$ cat src/rtl/turfio_cout_tx.sv
// COUT link transmitter: frames 32-bit response words into 8 nibbles (MSB first),
// fills with idle words, sends a training pattern on request and realigns on sync.
module turfio_cout_tx #(
    parameter logic [31:0] IDLE_WORD     = 32'h0000_0000,
    parameter logic [31:0] TRAIN_PATTERN = 32'hA55A_6996,
    parameter int          COUNT_WIDTH   = 16
) (
    input  logic                   rxclk_i,
    input  logic                   rst_i,
    input  logic                   train_en_i,
    input  logic                   sync_i,
    input  logic [31:0]            s_tdata,
    input  logic                   s_tvalid,
    output logic                   s_tready,
    output logic [3:0]             cout_data_o,
    output logic                   frame_start_o,
    output logic                   sync_err_o,
    input  logic                   sync_err_clr_i,
    output logic [COUNT_WIDTH-1:0] word_count_o
);

    logic [2:0]             cnt_q, cnt_d;
    logic [31:0]            shreg_q, shreg_d;
    logic                   frame_start_q, frame_start_d;
    logic                   sync_err_q, sync_err_d;
    logic [COUNT_WIDTH-1:0] word_count_q, word_count_d;
    logic                   boundary_s;
    logic                   handshake_s;

    assign boundary_s    = (cnt_q == 3'd7);
    assign s_tready      = boundary_s && !train_en_i && !rst_i;
    assign handshake_s   = s_tready && s_tvalid;
    assign cout_data_o   = shreg_q[31:28];
    assign frame_start_o = frame_start_q;
    assign sync_err_o    = sync_err_q;
    assign word_count_o  = word_count_q;

    // Next-state: phase counter with sync realignment, frame load/shift, counters.
    always_comb begin
        cnt_d         = cnt_q + 3'd1;
        sync_err_d    = sync_err_q;
        shreg_d       = {shreg_q[27:0], 4'h0};
        frame_start_d = boundary_s;
        word_count_d  = word_count_q;

        // An off-boundary sync forces the next cycle to be a boundary; set beats clear.
        if (sync_i && (cnt_q != 3'd6)) begin
            cnt_d      = 3'd7;
            sync_err_d = 1'b1;
        end else if (sync_err_clr_i) begin
            sync_err_d = 1'b0;
        end else begin
            sync_err_d = sync_err_q;
        end

        if (boundary_s) begin
            if (train_en_i) begin
                shreg_d = TRAIN_PATTERN;
            end else if (s_tvalid) begin
                shreg_d = s_tdata;
            end else begin
                shreg_d = IDLE_WORD;
            end
        end else begin
            shreg_d = {shreg_q[27:0], 4'h0};
        end

        if (handshake_s) begin
            word_count_d = word_count_q + {{(COUNT_WIDTH-1){1'b0}}, 1'b1};
        end else begin
            word_count_d = word_count_q;
        end
    end

    // State registers with synchronous reset; first cycle after reset is a boundary.
    always_ff @(posedge rxclk_i) begin
        if (rst_i) begin
            cnt_q         <= 3'd7;
            shreg_q       <= IDLE_WORD;
            frame_start_q <= 1'b0;
            sync_err_q    <= 1'b0;
            word_count_q  <= {COUNT_WIDTH{1'b0}};
        end else begin
            cnt_q         <= cnt_d;
            shreg_q       <= shreg_d;
            frame_start_q <= frame_start_d;
            sync_err_q    <= sync_err_d;
            word_count_q  <= word_count_d;
        end
    end

endmodule

$ cat config.mk
export PLATFORM = sky130hd
export DESIGN_NAME = turfio_cout_tx
export DESIGN_NICKNAME = d
export VERILOG_FILES = /design/src/rtl/turfio_cout_tx.sv
export SDC_FILE = /design/constraint.sdc
export NUM_CORES = 1
export LEC_CHECK = 0
export ABC_AREA = 1
export BUFFER_PORTS_ARGS = -buffer_cell sky130_fd_sc_hd__buf_2
export CAP_MARGIN = 20
export CORE_MARGIN = 2
export CORE_UTILIZATION = 55
export CTS_CLUSTER_SIZE = 8
export DETAILED_ROUTE_END_ITERATION = 8
export PLACE_DENSITY = 0.84
export SETUP_SLACK_MARGIN = 0.5
export SYNTH_ARGS = -nofsm -noshare
export SYNTH_HDL_FRONTEND = slang
export SYNTH_SLANG_ARGS = --single-unit
$ cat constraint.sdc
create_clock -name rxclk_i -period 3.9 [get_ports rxclk_i]
set_input_delay 0.975 -clock rxclk_i [delete_from_list [all_inputs] [get_ports rxclk_i]]
set_output_delay 0.975 -clock rxclk_i [all_outputs]
set_load 0.02 [all_outputs]
==> results.yml <==
outcome:
  status: "finished, final reports clean"
setup_path:
  worstReg2RegStart: "cnt_q[0]$_SDFF_PP1_"
  rr_endpoint: "word_count_o[11]$_SDFFE_PP0P_"
  path_max_fanout: 21
  worstPathRequired_ns: 2.92
  crit_path_end_kind: "output pin"
  ff2ff_setup_slack_ns: 2.00
  critPathArrivalTime_ns: 1.71
  ff2ff_path_depth: 9
  startpoint_type: "input pin"
  worst-setup-path-type: "in -> out"
cts:
  cts_setup_buffers: 0
  h-tree-depth: 2
  cts_root_buf: "clkbuf_8"
  cts_hold_buf: 0
  clk_latency_ns: 0.31
  numCtsBuffers: 5
  path_clk_slew_ns: 0.10
  clk_path_buf_depth: 2
  cts.sinks: 53
  cts_tree: "built"
  cts_repair_resize_count: 0
worst_hold_path:
  min_path_cells: 1
  hold_path_end: "cnt_q[0]$_SDFF_PP1_"
  hp-start: "cnt_q[0]$_SDFF_PP1_"
  hp-class: "reg -> reg"
die:
  fp.dieH_um: 66.7
  start_util_pct: 58.1
  die-area_mm2: 0.00445
  fp.dieW_um: 66.7
  core-area_mm2: 0.00372
  pin_count: 61
  fp-row-count: 22
timing:
  tightest_slew_ns: 0.491
  slew_headroom_pct: 67.2
  layout_setup_ws_ns: 1.21
  layout_worst_path_cycle_share_pct: 68.9
  skew_ns: 0.00614
  drv_slew: 0
  min_period_ns: 2.69
  holdWs_ns: 0.418
  finalSetupViolations: 0
  finalSetupTns_ns: 0
  finalHoldViolations: 0
  clock.fmax_mhz: 372
  grt_setup_unrepaired: "false"
logic_synthesis:
  synth.net_count: 308
  syn_area_per_cell_um2: 8.12
  yosysUniqueCellTypes: 25
  ys_ff_latch: 53
  netlist_area_mm2: 0.00216
  synth_top_area_share_pct: 49.1
  netlist_top_cells_area: "dfxtp_1 49%, nand2_1 12%, a32o_1 6.5%, nor2_1 5.9%, a31oi_1 4.1%"
  ys_seq_area_share_pct: 49.1
  ys_warn_count: 0
  yosysTopAreaCell: "dfxtp_1"
  synthCells: 266
global_route:
  overflow: 0
  first_global_vias: 1738
  grt_max_degree: 30
  grtUsageTotal_pct: 22.0
  antenna_found_initial: 0
  grt_pass1_wl_um: 7460
detailed_routing:
  dr.first_iter.drc_count: 207
  viasPerCell: 5.03
  firstDrtPassIters: 4
  antenna_left: 0
  wl_per_cell_um: 12.0
  route.detailed.drc: 0
  vias: 1851
  routed_wl_um: 4410
cells_and_area:
  nNetsFinal: 361
  num_antenna_cells: 0
  final_common_cell: "nand2_1"
  synthToLayoutAreaGrowth_pct: 18.0
  final_cell_mix: "70 x nand2_1, 60 x buf_2, 53 x dfxtp_1, 34 x nor2_1, 20 x inv_1"
  stdcell_area_mm2: 0.00255
  drive_gt1_share_pct: 25.3
  seq_area_mm2: 0.00106
  num-fill-cells: 314
  multi_input_comb_area_um2: 913
pwr:
  p_clk_share_pct: 34.5
  p_int_mw: 0.823
  p_per_area_mw_per_mm2: 434
  power_frac_comb_pct: 12.3
  seq_power_share_pct: 53.1
  ir_drop_uv: 273
  switching_share_pct: 25.5
  p_leak_nw: 1.15
  p_sw_mw: 0.282
placement:
  pre_cts_ws_ns: 1.13
  gp_congestion: 0.782
  port_buffers: 60
  dp_hpwl_um: 3050
  place_area_mm2: 0.00243
run:
  maxCapViolCount: 0
## power by group through the flow
stage / Clock [mW] / Combinational, mW / Sequential, mW
detailed placement: 0 / 0.136 / 0.600
CTS: 0.389 / 0.137 / 0.588
finish: 0.382 / 0.137 / 0.588
global placement: 0 / 0.134 / 0.599
floorplan: 0 / 0.0975 / 0.602
global route: 0.412 / 0.154 / 0.591
## kinds of logic (layout without fill, tap and decap cells)
| logic type | count (synthesis) | count (layout) | share of synthesized area [%] |
|---|---|---|---|
| AOI/OAI and AO/OA | 47 | 47 | 15.3 |
| xor gates and xnor gates | 1 | 1 | 0.405 |
| adders and majority gates | 4 | 4 | 2.32 |
| buffers and inverters | 38 | 92 | 8.63 |
| DFF | 53 | 53 | 49.1 |
| and+or+nand+nor | 123 | 123 | 24.2 |
## synthesized netlist by cell type, drive strengths merged
master and number:
inv 22, ha 4, nand2 74, clkbuf 2, a32o 14, xor2 1, nand3 9, buf 14
nand4 1, o21ai 5, a31oi 14, a21oi 12, nor2 38, and2 1, dfxtp 53, o21bai 2
## how the worst max path moves through the flow
stage / startpoint / endpoint / slack, ns / cells past startpoint
2_1_floorplan: rst_i / s_tready / 1.30 / 4
3_5_place_dp: rst_i / word_count_o[11]$_SDFFE_PP0P_ / 1.13 / 10
5_1_grt: rst_i / s_tready / 1.11 / 5
4_1_cts: rst_i / s_tready / 1.22 / 5
6_report: rst_i / s_tready / 1.21 / 5
3_3_place_gp: rst_i / word_count_o[11]$_SDFFE_PP0P_ / 1.21 / 10
## state kept, by name (all words and copies together), names as in the netlist
signal and cells:
cnt_q 3, frame_start_o 1, shreg_q 32, sync_err_o 1, word_count_o 16
## per-layer routing
layer	wire length [µm]	up-vias	GRT usage (%)
met1	2050	811	28.2
met2	2040	53	36.1
met4	71	0	6.89
li1	-	978	-
met5	0	-	0
met3	242	9	5.91
## metrics by stage
| stage | instances | total power [mW] | util, % |
|---|---|---|---|
| final | 368 | 1.11 | 68.6 |
| after global routing | 368 | 1.16 | 68.6 |
| after CTS | 368 | 1.11 | 68.6 |
| after detailed placement | 360 | 0.737 | 65.5 |
| after global placement | 360 | 0.733 | 65.5 |
| after floorplan | 266 | 0.699 | - |
## cell type report
| cell class | count | area share, % |
|---|---|---|
| Tap cell | 48 | 2.36 |
| Sequential cell | 53 | 41.6 |
| Timing Repair Buffer | 62 | 12.4 |
| Multi-Input combinational cell | 175 | 35.8 |
| Clock inverter | 3 | 1.87 |
| Clock buffer | 5 | 2.70 |
| Inverter | 22 | 3.24 |
## worst max-delay path, stage by stage
cell    delay (ns)
buf_2         0.31
nor2_1        0.12
inv_1         0.10
nor2_1        0.04
buf_2         0.15
Note: power is estimated with default switching activity, not from simulation.
